<file path="src/rtl/dtree_pkg.sv">
// Shared definitions for the decision-tree feature loader.
//
// Contents:
//   DTREE_FEAT_W   default bits per feature byte
//   DTREE_CLASS_W  default width of the tree class output
//   STAT_W         width of each per-class result counter
//   loader_state_e loader FSM states (LOAD, DRAIN, SETTLE, RESULT)
//   stat_sat_inc   saturating increment used by the class counters
package dtree_pkg;

    localparam int DTREE_FEAT_W  = 8;
    localparam int DTREE_CLASS_W = 2;
    localparam int STAT_W        = 16;

    typedef enum logic [1:0] {
        LOAD   = 2'd0,
        DRAIN  = 2'd1,
        SETTLE = 2'd2,
        RESULT = 2'd3
    } loader_state_e;

    // Counters stick at all-ones instead of wrapping back to zero.
    function automatic logic [STAT_W-1:0] stat_sat_inc(input logic [STAT_W-1:0] v);
        return (v == {STAT_W{1'b1}}) ? v : v + 1'b1;
    endfunction

endpackage

</file>
<file path="src/rtl/dtree_class_stats.sv">
// Per-class result counters for the feature loader.
//
// One STAT_W-bit saturating counter per class value. The counter selected by
// cls_i advances on every cycle inc_i is high; clr_i zeroes all counters and
// takes priority over a simultaneous increment.
//
// Ports:
//   clk          in   clock
//   rst          in   synchronous active-high reset
//   clr_i        in   clear all counters
//   inc_i        in   count one result of class cls_i
//   cls_i        in   class of the result being counted
//   stats_flat_o out  class c count at [c*STAT_W +: STAT_W]
module dtree_class_stats
    import dtree_pkg::*;
#(
    parameter int CLASS_W = DTREE_CLASS_W
) (
    input  logic                             clk,
    input  logic                             rst,
    input  logic                             clr_i,
    input  logic                             inc_i,
    input  logic [CLASS_W-1:0]               cls_i,
    output logic [(1<<CLASS_W)*STAT_W-1:0]   stats_flat_o
);

    localparam int NUM_CLASSES = 1 << CLASS_W;

    logic [STAT_W-1:0] cnt_q [NUM_CLASSES];

    always_ff @(posedge clk) begin
        if (rst || clr_i) begin
            for (int c = 0; c < NUM_CLASSES; c++) begin
                cnt_q[c] <= '0;
            end
        end else if (inc_i) begin
            cnt_q[cls_i] <= stat_sat_inc(cnt_q[cls_i]);
        end
    end

    always_comb begin
        stats_flat_o = '0;
        for (int c = 0; c < NUM_CLASSES; c++) begin
            stats_flat_o[c*STAT_W +: STAT_W] = cnt_q[c];
        end
    end

endmodule

</file>
<file path="src/rtl/dtree_feature_loader.sv">
// Stream front end for the combinational decision-tree classifiers.
//
// Feature bytes arrive one per valid/ready beat and are written into dense
// slots of feat_flat, which drives the tree inputs directly. After the last
// byte of a correctly sized frame the loader waits SETTLE_CYCLES for the tree
// to settle, captures cls_in, and presents it on the m_* result port until
// accepted. Frames ending early or running long raise a one-cycle err_len;
// long frames are absorbed up to their s_last beat and produce no result.
//
// Optional feature: define DTREE_CLASS_STATS_EN to enable per-class 16-bit
// saturating result counters on stats_flat (cleared by stats_clr). Without it
// stats_flat reads 0 and stats_clr is ignored; the ports are always present.
//
// Ports:
//   clk        in   clock, rising edge
//   rst        in   synchronous active-high reset
//   s_valid    in   feature byte valid
//   s_ready    out  loader can accept a byte (LOAD and DRAIN states)
//   s_data     in   feature byte
//   s_last     in   final byte of frame
//   feat_flat  out  slot k at [k*FEAT_W +: FEAT_W], to tree inputs
//   cls_in     in   tree class, combinational on feat_flat
//   m_valid    out  result valid
//   m_ready    in   result accepted
//   m_class    out  captured class
//   err_len    out  one-cycle pulse on frame length error
//   stats_clr  in   clear class counters
//   stats_flat out  class c count at [c*16 +: 16]
module dtree_feature_loader
    import dtree_pkg::*;
#(
    parameter int NUM_FEATURES  = 18,
    parameter int FEAT_W        = DTREE_FEAT_W,
    parameter int CLASS_W       = DTREE_CLASS_W,
    parameter int SETTLE_CYCLES = 1
) (
    input  logic                             clk,
    input  logic                             rst,
    input  logic                             s_valid,
    output logic                             s_ready,
    input  logic [FEAT_W-1:0]                s_data,
    input  logic                             s_last,
    output logic [NUM_FEATURES*FEAT_W-1:0]   feat_flat,
    input  logic [CLASS_W-1:0]               cls_in,
    output logic                             m_valid,
    input  logic                             m_ready,
    output logic [CLASS_W-1:0]               m_class,
    output logic                             err_len,
    input  logic                             stats_clr,
    output logic [(1<<CLASS_W)*STAT_W-1:0]   stats_flat
);

    localparam int IDX_W = (NUM_FEATURES > 1) ? $clog2(NUM_FEATURES) : 1;
    localparam int CNT_W = 4;
    localparam logic [IDX_W-1:0] LAST_IDX    = IDX_W'(NUM_FEATURES - 1);
    localparam logic [CNT_W-1:0] SETTLE_LAST = CNT_W'(SETTLE_CYCLES - 1);

    loader_state_e                   state_q, state_d;
    logic [IDX_W-1:0]                idx_q, idx_d;
    logic [CNT_W-1:0]                cnt_q, cnt_d;
    logic [NUM_FEATURES*FEAT_W-1:0]  feat_q, feat_d;
    logic                            m_valid_q, m_valid_d;
    logic [CLASS_W-1:0]              m_class_q, m_class_d;
    logic                            err_q, err_d;
    logic                            beat;

    assign s_ready = (state_q == LOAD) || (state_q == DRAIN);
    assign beat    = s_valid && s_ready;

    always_comb begin
        state_d   = state_q;
        idx_d     = idx_q;
        cnt_d     = cnt_q;
        feat_d    = feat_q;
        m_valid_d = m_valid_q;
        m_class_d = m_class_q;
        err_d     = 1'b0;

        unique case (state_q)
            LOAD: begin
                if (beat) begin
                    feat_d[idx_q*FEAT_W +: FEAT_W] = s_data;
                    if (idx_q == LAST_IDX) begin
                        idx_d = '0;
                        if (s_last) begin
                            state_d = SETTLE;
                            cnt_d   = '0;
                        end else begin
                            // Long frame: flag it now, swallow the rest.
                            err_d   = 1'b1;
                            state_d = DRAIN;
                        end
                    end else if (s_last) begin
                        // Short frame: partial slot contents are left as-is.
                        err_d = 1'b1;
                        idx_d = '0;
                    end else begin
                        idx_d = idx_q + 1'b1;
                    end
                end
            end
            DRAIN: begin
                if (beat && s_last) begin
                    state_d = LOAD;
                end
            end
            SETTLE: begin
                if (cnt_q == SETTLE_LAST) begin
                    m_class_d = cls_in;
                    m_valid_d = 1'b1;
                    state_d   = RESULT;
                end else begin
                    cnt_d = cnt_q + 1'b1;
                end
            end
            RESULT: begin
                if (m_ready) begin
                    m_valid_d = 1'b0;
                    state_d   = LOAD;
                end
            end
            default: begin
                state_d = LOAD;
            end
        endcase
    end

    always_ff @(posedge clk) begin
        if (rst) begin
            state_q   <= LOAD;
            idx_q     <= '0;
            cnt_q     <= '0;
            feat_q    <= '0;
            m_valid_q <= 1'b0;
            m_class_q <= '0;
            err_q     <= 1'b0;
        end else begin
            state_q   <= state_d;
            idx_q     <= idx_d;
            cnt_q     <= cnt_d;
            feat_q    <= feat_d;
            m_valid_q <= m_valid_d;
            m_class_q <= m_class_d;
            err_q     <= err_d;
        end
    end

    assign feat_flat = feat_q;
    assign m_valid   = m_valid_q;
    assign m_class   = m_class_q;
    assign err_len   = err_q;

`ifdef DTREE_CLASS_STATS_EN
    dtree_class_stats #(
        .CLASS_W (CLASS_W)
    ) u_stats (
        .clk          (clk),
        .rst          (rst),
        .clr_i        (stats_clr),
        .inc_i        (m_valid_q && m_ready),
        .cls_i        (m_class_q),
        .stats_flat_o (stats_flat)
    );
`else
    logic unused_stats_clr;
    assign unused_stats_clr = stats_clr;
    assign stats_flat       = '0;
`endif

endmodule
</file>
<file path="config.mk">
export PLATFORM = sky130hd
export DESIGN_NAME = dtree_feature_loader
export DESIGN_NICKNAME = d
export VERILOG_FILES = /design/src/rtl/dtree_pkg.sv /design/src/rtl/dtree_class_stats.sv /design/src/rtl/dtree_feature_loader.sv
export SDC_FILE = /design/constraint.sdc
export NUM_CORES = 1
export LEC_CHECK = 0
export BUFFER_PORTS_ARGS = -buffer_cell sky130_fd_sc_hd__buf_2
export CORE_MARGIN = 1.5
export CORE_UTILIZATION = 40
export DETAILED_ROUTE_END_ITERATION = 12
export PLACE_DENSITY = 0.72
export SETUP_SLACK_MARGIN = 0.4
export SLEW_MARGIN = 40
export SYNTH_ARGS = -nofsm -noshare
export SYNTH_HDL_FRONTEND = slang
export SYNTH_SLANG_ARGS = --single-unit
</file>
<file path="constraint.sdc">
create_clock -name clk -period 5.7 [get_ports clk]
set_input_delay 0.57 -clock clk [delete_from_list [all_inputs] [get_ports clk]]
set_output_delay 0.57 -clock clk [all_outputs]
set_load 0.03 [all_outputs]
</file>
# --- After elaboration in Yosys (flattened, before gate mapping) ---
# Cells that the tools add are included.
totals:
  out_inout_bits: 213
  register_bits: 159
  wordCells: 59
  in_bits: 16
classes:
  n_eq_ne: 11
  n_mux: 21
  bitwise_logic: 2
  add_sub_neg: 3
  shifts: 2
  reduce_logical: 13
op_table:
  columns: ["op", "count"]
  rows:
  - ["144-bit bitwise mux", 1]
  - ["8-bit by 34-bit variable shift with 144-bit output (first input constant)", 1]
  - ["8-bit by 34-bit indexed part select with 144-bit output", 1]
  - ["8-bit negator with 34-bit output", 1]
  - ["4-bit 2-to-1 mux", 4]
  - ["2-bit 2-to-1 mux", 6]
  - ["5-bit 2-to-1 mux", 2]
  - ["2-bit inequality test (second input constant)", 5]
  - ["5-bit AND reduction", 2]
  - ["2-bit case mux with 4 select lines", 1]
  - ["4-bit case mux with 2 select lines", 1]
  - ["5-bit by 1-bit adder with 5-bit output (second input constant)", 1]
  - ["5-bit equality test (second input constant)", 1]
  - ["1-bit 2-to-1 mux", 5]
  - ["4-bit by 1-bit adder with 4-bit output (second input constant)", 1]
  - ["2-bit equality test (second input constant)", 2]
  - ["4-bit logical NOT", 1]
  - ["2-bit by 1-bit inequality test with 1-bit output (second input constant)", 2]
  - ["2-bit AND reduction", 2]
  - ["2-bit nonzero test", 2]
  - ["3-bit AND reduction", 1]
  - ["3-bit OR reduction", 1]
  - ["2-bit by 1-bit equality test with 1-bit output (second input constant)", 1]
  - ["1-bit logical AND", 2]
  - ["4 further kinds", 5]

# --- Depth between registers and ports, before layout ---
# Gate-level depths: netlist of run 1.
logic_depth:
  word_depth: 6
  mapped_depth: 12

# --- Least setup slack after synthesis of run 1 ---
# Ideal clock, no wire load.
synth_path:
  kind: "register to register"
  start: "register idx_q[0]"
  end: "register feat_q[30], in the netlist feat_flat[30]"
  path_slack_ns: 2.818
  setup_ns: 0.130
  synth_period_minus_slack_ns: 2.882
  required_time_ns: 5.570
  arrival_ns: 2.752
  stages_incl_launch_ff: 13
  cell_sequence: "dfxtp_1 buf_2 buf_4 inv_1 ha_1 nor3b_1 ha_1 buf_2 nor4bb_1 nand3_1 clkbuf_1 nand3b_1 o21ai_0"
synth_via:
  elab_chain_cells: 3
  word_cells_on_any_way: 4
  cone_classes: "add/sub (1); shift (2); mux (1)"
synth_lines:
  columns: ["item", "line", "source"]
  rows:
  - ["start: declaration", "dtree_feature_loader.sv:59", "logic [IDX_W-1:0] idx_q, idx_d;"]
  - ["start signal: assignment", "dtree_feature_loader.sv:139", "idx_q <= idx_d;"]
  - ["8-bit negator with 34-bit output *", "dtree_feature_loader.sv:82", "feat_d[idx_q*FEAT_W +: FEAT_W] = s_data;"]
  - ["8-bit by 34-bit indexed part select with 144-bit output / 8-bit by 34-bit variable shift with 144-bit output (equally long branches)", "dtree_feature_loader.sv:82", null]
  - ["144-bit bitwise mux *", "dtree_feature_loader.sv:82", null]
  - ["end signal: assignment", "dtree_feature_loader.sv:141", "feat_q <= feat_d;"]
  - ["end: declaration", "dtree_feature_loader.sv:61", "logic [NUM_FEATURES*FEAT_W-1:0] feat_q, feat_d;"]
# Mark *: on every way between the ends. The rest lies on a longest branch, timed or not.
# A chain may end at the register's enable or synchronous reset.

# --- Worst setup path in the final report of run 1 ---
layout_path:
  start: "register idx_q[0]"
  end: "register feat_q[28], in the netlist feat_flat[28]"
# The elaborated chain is that of the path after synthesis.

==> reports/summary.txt, run 1 <==
Status: finished, final reports clean
Layout Cells excl Fill: 1185
Antenna cells: 0
Reg clk slew, reported paths: 70 ps
CTS H-Tree Depth: 4
Slew Viols, Final: 0
GR Overflow Total: 0
TritonCTS clock tree: done
CTS Buf Count: 17
Reg2reg setup slack: 1900 ps
Ys async rst share: 0
Wirelength per Cell: 16.8 um
CP startpoint kind: register
Antenna Violating Nets Remaining: 0
Max Freq: 263 MHz
Root buffer cell: clkbuf_16
Sequential fraction of the synthesis area: 0.424
Rel. slew slack: 0.520
Mapped Cells: 817
Worst-margin pin slew: 720 ps
Vias: 6127
Clock skew: 8.44 ps
Initial Util: 0.412
WHS: 393 ps
Final setup TNS: 0 ps
Hold WC Path Type: in2reg
Fin nets: 965
EDFF count, synth: 0
CTS Hold Buffers Added: 0
First-pass DRT Iterations: 5
Routed wire length: 19.9 mm
Die X: 140 um
RSZ-0062 raised after global routing: false
Worst EP arrival: 4090 ps
Dpl hpwl: 13.6 mm
Die Y: 140 um
Reg2Reg Depth: 8
CP Capture Type: register
Clock Tree Buf Depth: 2
Endpoints failing setup: 0
Num ports: 229
CTS resizes: 0
Most used DFF post-synth: dfxtp_1
Reg2Reg Capture Point: feat_flat[28]$_SDFFE_PP0P_
Pleak: 0.00410 uW
Gpl congestion: 0.930
Critical Path RT: 5990 ps
Count of cell types in the netlist: 59
Dpl cells: 1153
End point of the critical path: feat_flat[28]$_SDFFE_PP0P_
Ys Warns: 0
Minimum clock period: 3800 ps
Cell Area, Synth: 7500 sq um
Routed vias/inst: 5.17
Fin util: 0.484
Post CTS Setup Buffer Count: 0
Mapped Avg Cell Area: 9.18 sq um
Overall Global Routing Usage: 0.203
Standard-cell row count: 49
Worst vdd ir: 206 uV
Pwr Density: 290 nW/um^2
Core Region: 18200 sq um
Fill cells: 1821
Clk_lat worst skew: 430 ps
Final hold vios: 0
Fin crit share: 0.667
First-iteration detailed-routing DRC count: 424
Die Area: 19600 sq um
R2r startpoint: idx_q[0]$_SDFFE_PP0P_
Max_cap viols: 0
Layout area overhead: 17.5%
Register bit total from synthesis: 159
Layout cells sized above 1: 0.237
CP Class: reg2reg
Residual DRC count: 0
Clock Sinks: 159
Vias in the first global route: 5630
First-pass GRT wire length: 31.2 mm
Worst-path fanout max: 19
Initial antenna violation count: 0
Number of port buffers: 163
CP Launch Point: idx_q[0]$_SDFFE_PP0P_
Largest net degree at the start of global routing: 103
-- worst max-delay path, stage by stage, from the launching register on --
cell      delay [ps]
dfxtp_1          740
inv_1            200
ha_1             340
nor3b_1          210
ha_1             550
nor4bb_1         660
nand3_1          560
nand3b_1         270
o21ai_0          120
-- power breakdown --
part	switching, uW	total (uW)	internal (uW)
Clock	471	1250	780
Sequential	4.50	1120	1110
Combinational	147	186	38.6
-- cell families after synthesis --
group,share of synthesized area
flip-flops,0.424
adder cells (fa/ha/maj),0.0100
AO/OA/AOI/OAI,0.100
other,0.000500
multiplexers,0.104
buffers and inverters,0.105
AND/OR/NAND/NOR,0.245
XOR/XNOR,0.0115
-- registers in the layout (all words and copies together) (netlist names) --
name       cells
cnt_q          4
err_len        1
feat_flat    144
idx_q          5
m_class        2
m_valid        1
state_q        2
-- synthesized netlist by cell type (all sizes together), types with 7 or more instances --
cell type | instances | area (sq um)
dfxtp | 159 | 3180
nand4 | 44 | 282
nand2 | 48 | 183
nand3b | 16 | 120
nand3 | 30 | 203
clkbuf | 45 | 170
inv | 10 | 37.5
nor2 | 15 | 56.3
nor2b | 7 | 43.8
buf | 78 | 574
o21ai | 66 | 334
a21oi | 59 | 295
xnor2 | 7 | 61.3
mux2i | 77 | 771
nand2b | 88 | 551
-- through the flow --
stage / setup slack, ps / total power, uW / instance area (sq um)
2_1_floorplan: 2820 / 1330 / 7740
3_3_place_gp: 2070 / 1330 / 8140
3_5_place_dp: 2000 / 1330 / 8160
4_1_cts: 1980 / 2580 / 8800
5_1_grt: 1560 / 2630 / 8810
6_report: 1900 / 2560 / 8810
-- worst min-delay path by stage --
| stage | from | end | slack, ps | cells after the start |
|---|---|---|---|---|
| 2_1_floorplan | cnt_q[1]$_SDFFE_PP0P_ | cnt_q[1]$_SDFFE_PP0P_ | 460 | 2 |
| 3_3_place_gp | feat_flat[89]$_SDFFE_PP0P_ | feat_flat[89]$_SDFFE_PP0P_ | 440 | 2 |
| 3_5_place_dp | feat_flat[0]$_SDFFE_PP0P_ | feat_flat[0]$_SDFFE_PP0P_ | 440 | 2 |
| 4_1_cts | cls_in[1] | m_class[1]$_SDFFE_PP0P_ | 370 | 3 |
| 5_1_grt | cls_in[0] | m_class[0]$_SDFFE_PP0P_ | 400 | 3 |
| 6_report | cls_in[1] | m_class[1]$_SDFFE_PP0P_ | 390 | 3 |
-- layout make-up --
class	instances	area, sq um	area share
multi-input combinational	587	3810	0.432
clock inverter	13	210	0.0238
sequential	159	3180	0.361
timing repair buffer	167	852	0.0967
inverter	11	41.3	0.00468
clock buffer	19	433	0.0491
tap	229	287	0.0325
-- routing by layer --
layer | vias to the layer above | share of wire | track usage
met1 | 2942 | 0.46 | 0.270
met3 | 16 | 0.055 | 0.0475
met4 | 0 | 0.010 | 0.0521
li1 | 2971 | - | -
met2 | 198 | 0.47 | 0.333
met5 | - | 0 | 0
-- layout by cell type (no fill, tap or decap), drive strengths merged, types with 4 or more instances in the layout --
cell / n
a21oi: 59
and2: 5
and3: 4
and4: 4
buf: 167
bufinv: 5
clkbuf: 19
clkinv: 5
conb: 64
dfxtp: 159
ha: 6
inv: 12
mux2i: 77
nand2: 48
nand2b: 88
nand3: 30
nand3b: 16
nand4: 44
nor2: 15
nor2b: 7
nor3: 6
nor3b: 5
nor4: 4
o21ai: 66
or3b: 4
xnor2: 7
Power figures use the tool's default switching activity.
==> inputs of run 2 (changes only) <==
--- a/config.mk
+++ b/config.mk
@@ -9,7 +9,7 @@
 export CORE_MARGIN = 1.5
 export CORE_UTILIZATION = 40
 export DETAILED_ROUTE_END_ITERATION = 12
-export PLACE_DENSITY = 0.72
+export PLACE_DENSITY = 0.74
 export SETUP_SLACK_MARGIN = 0.4
 export SLEW_MARGIN = 40
 export SYNTH_ARGS = -nofsm -noshare
==> constraint.sdc (replaced) <==
create_clock -name clk -period 3.35 [get_ports clk]
set_input_delay 0.335 -clock clk [delete_from_list [all_inputs] [get_ports clk]]
set_output_delay 0.335 -clock clk [all_outputs]
set_load 0.03 [all_outputs]
==> run 2 against run 1 <==
Largest cell class unchanged. Highest routed layer unchanged. Maximum frequency up 36%. Via count up 1.0%. Routed wire length increased by 1.3%. Clock power is 64% higher. Clock skew is essentially flat. Combinational power is 80% higher. Critical endpoint is now feat_flat[129]$_SDFFE_PP0P_. Sequential share of layout area decreased by 0.61 points. Register-to-register slack worse by 1400 ps. Core utilization is 0.85 points higher. Die area is the same.
==> reports/summary.txt, run 2 (synthesis results as in run 1) <==
Status: finished, final reports clean
First-pass GRT wire length: 31.6 mm (+1.4%)
Dpl hpwl: 13.8 mm (+1.2%)
CTS H-Tree Depth: 4 (unchanged)
Wirelength per Cell: 16.8 um (-0.35%)
Max Freq: 357 MHz (+36%)
Layout cells sized above 1: 0.259 (+0.0220)
Initial Util: 0.412 (unchanged)
CP Capture Type: register
Worst vdd ir: 366 uV (+78%)
Pleak: 0.00420 uW (+2.4%)
Hold_sp: cls_in[0]
Die X: 140 um (unchanged)
Die Y: 140 um (unchanged)
Worst-path fanout max: 8 (-11)
Residual DRC count: 0 (unchanged)
Critical Path, Cell by Cell: inv_1 > ha_1 > nor3b_2 > ha_1 > or3b_2 > a21oi_1 > nand3_4 > mux2i_1
Endpoints failing setup: 0 (unchanged)
Standard-cell row count: 49 (unchanged)
Pwr Density: 478 nW/um^2 (+65%)
Final setup TNS: 0 ps (unchanged)
Slew Viols, Final: 0 (unchanged)
Initial antenna violation count: 1 (+1)
Slowest-stage cell, CP: or3b_2
Critical Path RT: 3640 ps (-2350 ps)
CP Class: reg2reg
Hold WC Path Type: in2reg
Max_cap viols: 0 (unchanged)
Worst-margin pin slew: 726 ps (+6.23 ps)
Worst EP arrival: 3090 ps (-1000 ps)
Core Region: 18200 sq um (unchanged)
Rel. slew slack: 0.516 (-0.00422)
Largest register FFs: 144 (unchanged)
Final hold vios: 0 (unchanged)
Die Area: 19600 sq um (unchanged)
CTS Hold Buffers Added: 0 (unchanged)
CTS Buf Count: 17 (unchanged)
Final Instance Area: 8970 sq um (+1.8%)
Clock Tree Buf Depth: 2 (unchanged)
First-pass DRT Iterations: 5 (unchanged)
First-iteration detailed-routing DRC count: 346 (-18%)
CP Launch Point: idx_q[1]$_SDFFE_PP0P_
TritonCTS clock tree: done
Clk_lat worst skew: 420 ps (about the same)
Commonest non-fill, non-tap cell in the layout: buf_2
Vias: 6190 (+1.0%)
Minimum clock period: 2800 ps (-998 ps)
RSZ-0062 raised after global routing: true
Root buffer cell: clkbuf_16
Routed wire length: 20.2 mm (+1.3%)
Num ports: 229 (unchanged)
Number of port buffers: 163 (unchanged)
Most common cell on crit path: ha_1
Placed cell area: 8220 sq um (+0.74%)
Layout area overhead: 19.5%
Reg clk slew, reported paths: 70 ps (about the same)
Clock skew: 8.24 ps (-0.202 ps)
Clock Sinks: 159 (unchanged)
Commonest cells after routing, fill and taps aside: 162 x buf_2, 158 x dfxtp_1, 88 x nand2b_1
Routed vias/inst: 5.14 (-0.65%)
Fin crit share: 0.837 (+0.170)
Largest net degree at the start of global routing: 68 (-34%)
CP startpoint kind: register
Overall Global Routing Usage: 0.207 (+0.00397)
Fin nets: 984 (+2.0%)
Antenna Violating Nets Remaining: 0 (unchanged)
Gpl congestion: 0.856 (-7.9%)
Vias in the first global route: 5694 (+1.1%)
R2r startpoint: idx_q[1]$_SDFFE_PP0P_
GR Overflow Total: 0 (unchanged)
Crit path largest cell delay: 510 ps (-230 ps)
-- run 2: changes by cell type in the layout (fill, tap and decap cells not counted), sizes merged --
cell | previous run | this run
clkinv | 5 | 4
bufinv | 5 | 3
diode | 0 | 1
clkbuf | 19 | 17
inv | 12 | 17
buf | 167 | 186
-- run 2: worst paths after layout --
kind	end	slack, ps	cells past startpoint
worst max-delay path	feat_flat[129]$_SDFFE_PP0P_	550	8
worst max register to register	feat_flat[129]$_SDFFE_PP0P_	550	8
worst min register to register	feat_flat[89]$_SDFFE_PP0P_	450	2
worst min-delay path	m_class[0]$_SDFFE_PP0P_	150	3
-- run 2: power by group --
group / internal [uW] / total [uW] / switching [uW]
sequential: 1900 / 1900 / 4.00
clock: 1200 / 2050 / 851
combinational: 74.0 / 334 / 260
total: 3170 / 4290 / 1110
-- run 2: routing by layer --
layer,vias up,global-route usage,part of all wire
met5,-,0,0
met4,0,0.0670,0.014
met3,21,0.0434,0.058
met2,226,0.328,0.47
met1,2939,0.283,0.46
li1,3004,-,-
-- run 2: final cells by class --
cell class                 count  area (sq um)
antenna                        1          2.50
clock inverter                15           200
sequential                   159          3180
timing repair buffer         186           991
multi-input combinational    587          3840
tap                          229           287
inverter                      11          41.3
fill                        1762          9240
clock buffer                  17           425
-- run 2: critical path, delay by kind of cell (launching register included) --
kind	cells	cell delay, ps
multiplexers	1	190
AND/OR/NAND/NOR	3	970
adder cells (fa/ha/maj)	2	600
buffers and inverters	1	100
AO/OA/AOI/OAI	1	390
flip-flops	1	420
-- run 2: metrics by stage --
stage | std cells | util | power [uW] | worst slack, ps | hold WS (ps)
global route | 1205 | 0.493 | 4440 | 385 | 166
global placement | 1165 | 0.451 | 2260 | 364 | 440
detailed placement | 1165 | 0.451 | 2260 | 266 | 443
CTS | 1197 | 0.486 | 4310 | 252 | 142
floorplan | 880 | - | 2250 | 468 | 462
finish | 1205 | 0.493 | 4290 | 547 | 155
-- run 2: what timing repair did --
action                                  in CTS  in global routing
endpoints found under the setup margin      48                123
resized for setup                            2                 10
buffers inserted                             0                  7
pin swaps                                    0                  5
hold endpoints to repair                     0                  0
